**config.mk**
```make
export PLATFORM = sky130hd
export DESIGN_NAME = mmio_console_tx
export DESIGN_NICKNAME = d
export VERILOG_FILES = /design/src/rtl/mmio_console_tx.sv
export SDC_FILE = /design/constraint.sdc
export NUM_CORES = 1
export LEC_CHECK = 0
export ABC_AREA = 1
export BUFFER_PORTS_ARGS = -buffer_cell sky130_fd_sc_hd__buf_2
export CAP_MARGIN = 25
export CORE_ASPECT_RATIO = 0.8
export CORE_MARGIN = 2
export CORE_UTILIZATION = 25
export CTS_BUF_LIST = sky130_fd_sc_hd__clkbuf_8 sky130_fd_sc_hd__clkbuf_16
export DETAILED_ROUTE_END_ITERATION = 8
export GPL_TIMING_DRIVEN = 1
export PLACE_DENSITY = 0.46
export SLEW_MARGIN = 20
export SYNTH_ARGS = -nofsm -noshare
export SYNTH_HDL_FRONTEND = slang
export SYNTH_SLANG_ARGS = --single-unit
```
**constraint.sdc**
```tcl
create_clock -name InputClk -period 2 [get_ports InputClk]
set_input_delay 0.1 -clock InputClk [delete_from_list [all_inputs] [get_ports InputClk]]
set_output_delay 0.1 -clock InputClk [all_outputs]
set_load 0.01 [all_outputs]
```
**src/rtl/mmio_console_tx.sv**
```systemverilog
// Memory-mapped console transmitter: CPU stores to TXDATA feed a byte FIFO
// that an 8N1 serializer drains onto the tx line and a byte-strobe log port.
module mmio_console_tx #(
  parameter int                DATA_W       = 32,
  parameter logic [DATA_W-1:0] BASE_ADDR    = 32'h0000FF00,
  parameter int                DEPTH        = 8,
  parameter int                CLKS_PER_BIT = 4
) (
  input  logic              InputClk,
  input  logic              rst,
  input  logic [DATA_W-1:0] AddressBus,
  input  logic [DATA_W-1:0] DataBusWr,
  input  logic [2:0]        ControlBus,
  output logic [DATA_W-1:0] DataBusRd,
  output logic              Hit,
  output logic              tx,
  output logic [7:0]        TxByte,
  output logic              TxStrobe,
  output logic [15:0]       DropCount
);

  localparam int PTR_W   = $clog2(DEPTH);
  localparam int CNT_W   = $clog2(DEPTH + 1);
  localparam int TIMER_W = (CLKS_PER_BIT > 1) ? $clog2(CLKS_PER_BIT) : 1;

  localparam logic [1:0] REG_TXDATA = 2'd0;
  localparam logic [1:0] REG_STATUS = 2'd1;
  localparam logic [1:0] REG_CTRL   = 2'd2;

  typedef enum logic [1:0] {
    S_IDLE,
    S_START,
    S_DATA,
    S_STOP
  } state_t;

  // ---------------------------------------------------------------- decode
  logic [DATA_W-1:0] offset;
  logic              in_win;
  logic [1:0]        word_sel;
  logic              wr_en;
  logic              rd_en;

  // Subtracting the base makes addresses below the window wrap to huge
  // values, so a single unsigned compare bounds both sides.
  assign offset   = {AddressBus[DATA_W-1:2], 2'b00} - BASE_ADDR;
  assign in_win   = (offset < DATA_W'(12));
  assign word_sel = offset[3:2];
  assign wr_en    = ControlBus[2];
  assign rd_en    = ControlBus[1] & ~ControlBus[2];
  assign Hit      = in_win & (ControlBus[1] | ControlBus[2]);

  // ---------------------------------------------------------------- FIFO
  logic [7:0]       mem [DEPTH];
  logic [PTR_W-1:0] wr_ptr_q, wr_ptr_d;
  logic [PTR_W-1:0] rd_ptr_q, rd_ptr_d;
  logic [CNT_W-1:0] count_q, count_d;
  logic             ovf_q, ovf_d;
  logic [15:0]      drop_q, drop_d;
  logic             full, empty, busy;
  logic             push_req, push_ok, pop, drop, clr_ovf;

  state_t           state_q, state_d;

  assign full     = (count_q == CNT_W'(DEPTH));
  assign empty    = (count_q == '0);
  assign busy     = (state_q != S_IDLE);

  assign push_req = in_win & wr_en & (word_sel == REG_TXDATA);
  assign clr_ovf  = in_win & wr_en & (word_sel == REG_CTRL) & DataBusWr[0];
  assign pop      = (state_q == S_IDLE) & ~empty;
  assign push_ok  = push_req & (~full | pop);
  assign drop     = push_req & full & ~pop;

  // NOTE: every variable driven here gets a default first, so no path can
  // leave one unassigned and infer a latch.
  always_comb begin
    wr_ptr_d = wr_ptr_q;
    rd_ptr_d = rd_ptr_q;
    count_d  = count_q;
    ovf_d    = ovf_q;
    drop_d   = drop_q;
    if (push_ok) wr_ptr_d = wr_ptr_q + PTR_W'(1);
    if (pop)     rd_ptr_d = rd_ptr_q + PTR_W'(1);
    case ({push_ok, pop})
      2'b10:   count_d = count_q + CNT_W'(1);
      2'b01:   count_d = count_q - CNT_W'(1);
      default: count_d = count_q;
    endcase
    if (drop) begin
      ovf_d = 1'b1;
      if (drop_q != 16'hFFFF) drop_d = drop_q + 16'd1;
    end else if (clr_ovf) begin
      ovf_d = 1'b0;
    end
  end

  // NOTE: FIFO storage has no reset; the pointers and count alone define
  // which entries are valid, so the array maps onto plain RAM.
  always_ff @(posedge InputClk) begin
    if (push_ok) mem[wr_ptr_q] <= DataBusWr[7:0];
  end

  // NOTE: state registers use non-blocking assignments so every flop samples
  // pre-edge values regardless of process ordering.
  always_ff @(posedge InputClk or negedge rst) begin
    if (!rst) begin
      wr_ptr_q <= '0;
      rd_ptr_q <= '0;
      count_q  <= '0;
      ovf_q    <= 1'b0;
      drop_q   <= '0;
    end else begin
      wr_ptr_q <= wr_ptr_d;
      rd_ptr_q <= rd_ptr_d;
      count_q  <= count_d;
      ovf_q    <= ovf_d;
      drop_q   <= drop_d;
    end
  end

  // ---------------------------------------------------------------- read mux
  logic [DATA_W-1:0] status;

  assign status    = {{(DATA_W-16){1'b0}}, 8'(count_q), 4'b0000, ovf_q, full, empty, busy};
  assign DataBusRd = (in_win && rd_en && (word_sel == REG_STATUS)) ? status : '0;
  assign DropCount = drop_q;

  // ---------------------------------------------------------------- serializer
  logic [TIMER_W-1:0] timer_q, timer_d;
  logic [2:0]         bit_q, bit_d;
  logic               tx_q, tx_d;
  logic [7:0]         txbyte_q, txbyte_d;
  logic               strobe_q, strobe_d;
  logic               last_clk;

  assign last_clk = (timer_q == TIMER_W'(CLKS_PER_BIT - 1));

  always_comb begin
    state_d  = state_q;
    timer_d  = timer_q;
    bit_d    = bit_q;
    tx_d     = tx_q;
    txbyte_d = txbyte_q;
    case (state_q)
      S_IDLE: begin
        tx_d = 1'b1;
        if (!empty) begin
          state_d  = S_START;
          txbyte_d = mem[rd_ptr_q];
          tx_d     = 1'b0;
          timer_d  = '0;
        end
      end
      S_START: begin
        if (last_clk) begin
          state_d = S_DATA;
          timer_d = '0;
          bit_d   = 3'd0;
          tx_d    = txbyte_q[0];
        end else begin
          timer_d = timer_q + TIMER_W'(1);
        end
      end
      S_DATA: begin
        if (last_clk) begin
          timer_d = '0;
          if (bit_q == 3'd7) begin
            state_d = S_STOP;
            tx_d    = 1'b1;
          end else begin
            bit_d = bit_q + 3'd1;
            tx_d  = txbyte_q[bit_d];
          end
        end else begin
          timer_d = timer_q + TIMER_W'(1);
        end
      end
      S_STOP: begin
        if (last_clk) state_d = S_IDLE;
        else          timer_d = timer_q + TIMER_W'(1);
      end
      default: state_d = S_IDLE;
    endcase
    // Registered strobe must already be high during the final stop clock.
    strobe_d = (state_d == S_STOP) && (timer_d == TIMER_W'(CLKS_PER_BIT - 1));
  end

  always_ff @(posedge InputClk or negedge rst) begin
    if (!rst) begin
      state_q  <= S_IDLE;
      timer_q  <= '0;
      bit_q    <= '0;
      tx_q     <= 1'b1;
      txbyte_q <= '0;
      strobe_q <= 1'b0;
    end else begin
      state_q  <= state_d;
      timer_q  <= timer_d;
      bit_q    <= bit_d;
      tx_q     <= tx_d;
      txbyte_q <= txbyte_d;
      strobe_q <= strobe_d;
    end
  end

  assign tx       = tx_q;
  assign TxByte   = txbyte_q;
  assign TxStrobe = strobe_q;

  logic unused_bits;
  assign unused_bits = ^{AddressBus[1:0], DataBusWr[DATA_W-1:8], ControlBus[0],
                         offset[DATA_W-1:4], offset[1:0]};

endmodule

```
======== Yosys cells after proc, flatten, opt, wreduce, memory -nomap -nowiden ========
Memory sizes are Yosys's and may differ from the RTL's. A register that Yosys moved wholly into a read port is not among the register bits.
Index checks and enable logic that the tools add are counted.
cells by class
  bitwise logic cells ..................... 16
  $lt $le $gt $ge ......................... 2
  equal/unequal tests ..................... 16
  $add $sub $neg .......................... 8
  multiplexer cells ....................... 27
  reductions and logical operators ........ 17
operators by type and width
  cell                                                                    number
  32-bit by 4-bit < comparator with 1-bit output (second input constant)  1
  32-bit by 16-bit subtractor with 32-bit output (second input constant)  1
  16-bit by 1-bit adder with 16-bit output (second input constant)        1
  2-bit two-way mux                                                       8
  16-bit != test (second input constant)                                  1
  2-bit == test (second input constant)                                   7
  12-bit two-way mux                                                      1
  1-bit AND                                                               10
  3-bit by 1-bit adder with 3-bit output (second input constant)          3
  1-bit two-way mux                                                       9
  3-bit two-way mux                                                       3
  2-bit case mux with 4 select lines                                      1
  4-bit case mux with 2 select lines                                      1
  2-bit nonzero test                                                      4
  2-bit by 1-bit == test with 1-bit output (second input constant)        3
  2-bit != test (second input constant)                                   3
  2-bit case mux with 3 select lines                                      1
  3-bit case mux with 2 select lines                                      1
  4-bit by 1-bit adder with 4-bit output (second input constant)          1
  4-bit == test (second input constant)                                   1
  2-bit zero test                                                         2
  4-bit zero test                                                         1
  3-bit by 4-bit < comparator with 1-bit output (second input constant)   1
  1-bit inverter                                                          4
  13 further kinds                                                        17
word-level totals
  bits of input ports ..................... 69
  memory bits (writable) .................. 64
  register bits ........................... 36
  word-level logic and storage cells ...... 97
  memories kept ........................... 1
  output and inout port bits .............. 59
memories
  memory  words  bits a word  rd ports  clocked after memory_dff  write ports  line  text
  mem     8      8            1         1                         1            54    logic [7:0] mem [DEPTH];

======== Depth between registers and ports, before layout ========
  depth after elaboration ................. 7
  gate-level depth with buffers ........... 23

======== Worst setup path after synthesis ========
OpenSTA, ideal clock, no wires.
  kind .................................... input-to-reg
  start point ............................. in AddressBus[19]
  end point ............................... reg count_q[3]
  arrival time ............................ 2.176 ns
  buffers on the path ..................... 0
  stages on the path ...................... 21
  setup time .............................. 0.113 ns
  setup slack ............................. -0.289 ns
  path through ............................ nor2_1 nand2_2 nor2_2 nand3b_1 nand2_1 nand2_1 nor3_1 nand2_1 nor2_1 nand4_1 nand2_1 inv_1 ha_1 nand2_1 nand2_1 a31oi_1 nand3_1 nand2_1 nand2_1 nand2_1 inv_1
between the ends
  longest elaborated chain between the ends .. 7
  elaborated cells between the ends (all ways) .. 9
  classes of those cells .................. 1 x add/sub; 1 x order compare; 2 x eq/ne; 1 x mux; 3 x bitwise; 1 x reduce/logical
ends and longest elaborated chain
  what                                                                              line  text
  start: declaration                                                                11    input logic [DATA_W-1:0] AddressBus,
  32-bit by 16-bit subtractor with 32-bit output (*)                                46    assign offset = {AddressBus[DATA_W-1:2], 2'b00} - BASE_ADDR;
  32-bit by 4-bit < comparator with 1-bit output (*)                                47    assign in_win = (offset < DATA_W'(12));
  1-bit AND (*) (2 in series)                                                       69    assign push_req = in_win & wr_en & (word_sel == REG_TXDATA);
  1-bit AND (*)                                                                     72    assign push_ok = push_req & (~full | pop);
  2-bit by 1-bit == test with 1-bit output / 2-bit == test (equally long branches)  85    case ({push_ok, pop})
  4-bit case mux with 2 select lines / 2-bit nonzero test (equally long branches)   --
  end signal: assignment                                                            116   count_q <= count_d;
  end: declaration                                                                  57    logic [CNT_W-1:0] count_q, count_d;
Mark *: on every way between the ends. The rest lies on a longest branch, timed or not.
A chain may end at the register's enable or synchronous reset.

======== Worst setup path after layout ========
  start point ............................. in AddressBus[19]
  end point ............................... out DataBusRd[8]
between the ends
  longest elaborated chain between the ends .. 5
ends and longest elaborated chain
  what                                            line  text
  32-bit by 16-bit subtractor with 32-bit output  46
  32-bit by 4-bit < comparator with 1-bit output  47
  1-bit logical AND (2 in series)                 126   assign DataBusRd = (in_win && rd_en && (word_sel == REG_STATUS)) ? status : '0;
  12-bit two-way mux                              126
  end: declaration                                14    output logic [DATA_W-1:0] DataBusRd,
No other way between the ends.

==> out/metrics.csv <==
stage;metric;value;unit
worst_setup_path;path_class;in2out;
worst_setup_path;cp_common_cell;buf_4;
timing;hold_viol_final;0;
worst_hold_path;hold_path_depth;1;
detailed_routing;detail-route-antenna-nets;0;
place;dpl.hpwl;11500;um
layout;area_delta_synth_final;40.2;%
detailed_routing;vias_per_cell;4.25;
pwr;max-vdd-ir-drop;429;uV
timing;finalClockSkew;0.00826;ns
worst_setup_path;slowest_delay;0.23;ns
worst_setup_path;endpoint_kind;output port;
layout;drive_gt1_frac;0.342;
timing;slew_headroom;0.589;
yosys;synth-seq-cells;108;
global_route;first_global_vias;4883;
timing;setup_violations;82;
floorplanning;die_x;176;um
global_route;use_met2;0.206;
pwr;power;4.47;mW
global_route;busiest_layer;met2;
global_route;met3_usage;0.0224;
floorplanning;top_level_ports;128;
yosys;syn_area;5880;um2
clock_tree;clkLatencyLatePin;0.36;ns
floorplanning;start_util;0.253;
yosys;ys_types;39;
clock_tree;root_buffer;clkbuf_16;
place;port_buffers;76;
worst_setup_path;start_kind;input port;
yosys;synthCells;659;
yosys;syn_avg_cell_area;8.93;um2
worst_setup_path;crit_buf_inv;7;
worst_setup_path;worstPathCellList;buf_4 -> nor2_4 -> nand3_2 -> nor2_4 -> buf_6 -> nand3_4 -> nand2_4 -> buf_6 -> nand2_2 -> nor2_1 -> nand2_1 -> buf_4 -> nor4_2 -> buf_4 -> nand3_4 -> buf_12 -> nor2_1 -> buf_2;
timing;finalCritPeriodShare;1.12;
floorplanning;die-area;24800;um2
global_route;grt_util_met1;0.187;
pwr;power_density;542;nW/um2
layout;antenna_cells;0;
detailed_routing;routed_wl;15700;um
worst_hold_path;worstHoldPathType;in2reg;
run_status;violations;negative setup slack;
clock_tree;cts_max_path_buffers;2;
floorplanning;rows;50;
detailed_routing;wire_per_inst;13.5;um
yosys;ys_seq_area_frac;0.514;
worst_setup_path;cp.arrival;2.14;ns
timing;worstMarginPinSlew;0.617;ns
place;pre_cts_slack;-0.564;ns
detailed_routing;vias;4945;
detailed_routing;drc;0;
clock_tree;cts_buffers;9;
run_status;status;finished, violations left;
timing;slew_viol_final;0;
global_route;grt_use_total;0.130;
layout;fin_nets;930;
yosys;ys.flop_type;edfxtp_1;
yosys;synth_enable_flop_cells;64;
worst_setup_path;reg2reg_slack;-0.02;ns
place;gp_congestion;0.800;
timing;fmax;446;MHz
clock_tree;cts_tree;done;
worst_setup_path;r2r_start;count_q[2]$_DFFE_PN0P_;
worst_setup_path;r2r_cells;12;
global_route;grt_pass1_wl;25700;um
global_route;gr-total-overflow;0;
pwr;leakagePower;3.50;nW
floorplanning;core-area;23300;um2
yosys;async_flop_share;0.407;
worst_setup_path;slowest_stage;nor4_2;
timing;finalWorstSetupSlack;-0.242;ns
layout;final.fill_count;2390;
floorplanning;die_height;141;um
worst_setup_path;cp_max_fo;8;
worst_setup_path;r2r_end;DropCount[0]$_DFFE_PN0P_;
timing;rsz0062_at_grt;true;
detailed_routing;dr.pass1.iters;4;
run;drv_cap;0;
timing;period_minus_slack;2.24;ns
global_route;antenna_found_initial;0;
clock_tree;cts_htree_levels;3;
clock_tree;cts_sinks;108;
yosys;yosys_warnings;0;
global_route;grt_max_degree;45;
worst_hold_path;hold_start;DataBusWr[6];
worst_setup_path;required;1.90;ns
clock_tree;clk_pin_slew;0.08;ns
detailed_routing;drt_iter0_markers;255;
worst_setup_path;cp_top_family;simple AND/OR/NAND/NOR gates;
worst_hold_path;min_delay_worst_endpoint;mem[7][6]$_DFFE_PP_;
==> where the power goes <==
group	switching [mW]	leakage, nW	internal (mW)	total [mW]
registers	0.00000000892	1.11	2.36	2.36
clock network	0.937	0.152	0.900	1.84
logic	0.160	2.24	0.114	0.274
total	1.10	3.50	3.38	4.47
==> registers in the layout (all words and copies together), names as in the netlist <==
signal,flops
DropCount,16
TxByte,8
TxStrobe,1
bit_q,3
count_q,4
mem,64
ovf_q,1
rd_ptr_q,3
state_q,2
timer_q,2
tx,1
wr_ptr_q,3
==> final cells by class <==
cell class / count / area, um2 / area share
Clock inverter: 7 / 91.3 / 0.0111
Multi-Input combinational cell: 458 / 2730 / 0.331
Sequential cell: 108 / 3030 / 0.367
Clock buffer: 9 / 225 / 0.0273
Tap cell: 312 / 390 / 0.0473
Timing Repair Buffer: 190 / 1480 / 0.180
Inverter: 78 / 304 / 0.0369
Timing Repair inverter: 1 / 5.00 / 0.000607
==> how the worst max path moves through the flow <==
stage                             endpoint  depth (start not counted)  slack [ns]            from
floorplan           count_q[3]$_DFFE_PN0P_                         21       -0.14  AddressBus[16]
global placement    count_q[3]$_DFFE_PN0P_                         23       -0.54  AddressBus[10]
detailed placement  count_q[3]$_DFFE_PN0P_                         22       -0.56  AddressBus[16]
CTS                          DataBusRd[11]                         17       -0.19  AddressBus[17]
global route                 DataBusRd[11]                         18       -0.41  AddressBus[17]
finish                        DataBusRd[8]                         18       -0.24  AddressBus[19]
==> repair_timing <==
item	in CTS	in global routing
endpoints found under the setup margin	84	96
hold endpoints to repair	43	0
gates resized for setup	65	44
gates cloned	0	2
hold buffers	1	0
pin swaps	14	15
buffers inserted	9	7
==> layout by cell type (no fill, tap or decap), drive strengths merged <==
master and instances:
inv 76, edfxtp 64, dfstp 1, dfrtp 43
nand3 42, o221ai 9, o211ai 11, ha 14
buf 188, a31oi 2, nor3 15, o21ai 56
o22ai 10, nand3b 4, clkinv 9, nor4 5
xnor2 4, dlygate4sd3 1, nand2 130, nor2 100
fa 1, and3 1, nand4 7, o21bai 1
conb 24, clkbuf 10, clkinvlp 1, xor2 13
a21oi 8, a211oi 1
==> metal layers <==
| layer | share of wire | vias to the layer above |
|---|---|---|
| met1 | 0.51 | 2317 |
| met4 | 0.0070 | 0 |
| met5 | 0 | - |
| met2 | 0.45 | 72 |
| li1 | - | 2546 |
| met3 | 0.029 | 10 |
==> through the flow <==
stage          hold slack (ns)  area, um2   util  setup TNS [ns]  std cells
6_report                0.0184       8250  0.355          -10.82       1163
5_1_grt                 0.0163       8250  0.355          -25.41       1163
4_1_cts                0.00657       8010  0.344           -8.88       1154
3_5_place_dp             0.252       7340  0.316          -38.48       1128
3_3_place_gp             0.256       7340  0.316          -37.77       1128
2_1_floorplan           -0.196       6020      -           -7.26        682
==> cells by family after synthesis <==
logic type / share of synthesized area
compound gates: 0.102
simple gates: 0.233
other cells: 0.000637
xor+xnor: 0.0253
fa+ha+maj: 0.0332
flops: 0.514
buf+inv: 0.0919
==> worst register-to-register path, cell delays in order, from the launching register on <==
cell,delay [ns]
dfrtp_1,0.39
inv_2,0.10
nand3_1,0.10
nor2_1,0.09
inv_1,0.10
nor2_1,0.13
inv_1,0.15
buf_4,0.19
nor3_4,0.20
nand2_2,0.15
buf_6,0.14
xor2_1,0.12
inv_1,0.05
==> Yosys cell counts, types with 11 or more instances <==
| cell type | n | area, um2 |
|---|---|---|
| nand2_1 | 124 | 465 |
| nor2_1 | 92 | 345 |
| inv_1 | 74 | 278 |
| edfxtp_1 | 64 | 1920 |
| o21ai_0 | 47 | 235 |
| dfrtp_1 | 43 | 1080 |
| nand3_1 | 37 | 185 |
| buf_4 | 24 | 180 |
| ha_1 | 14 | 175 |
| nor3_1 | 14 | 70.1 |
| xor2_1 | 13 | 114 |
| clkbuf_1 | 12 | 45.0 |
| o211ai_1 | 11 | 82.6 |
Note: power is estimated with default switching activity, not from simulation.
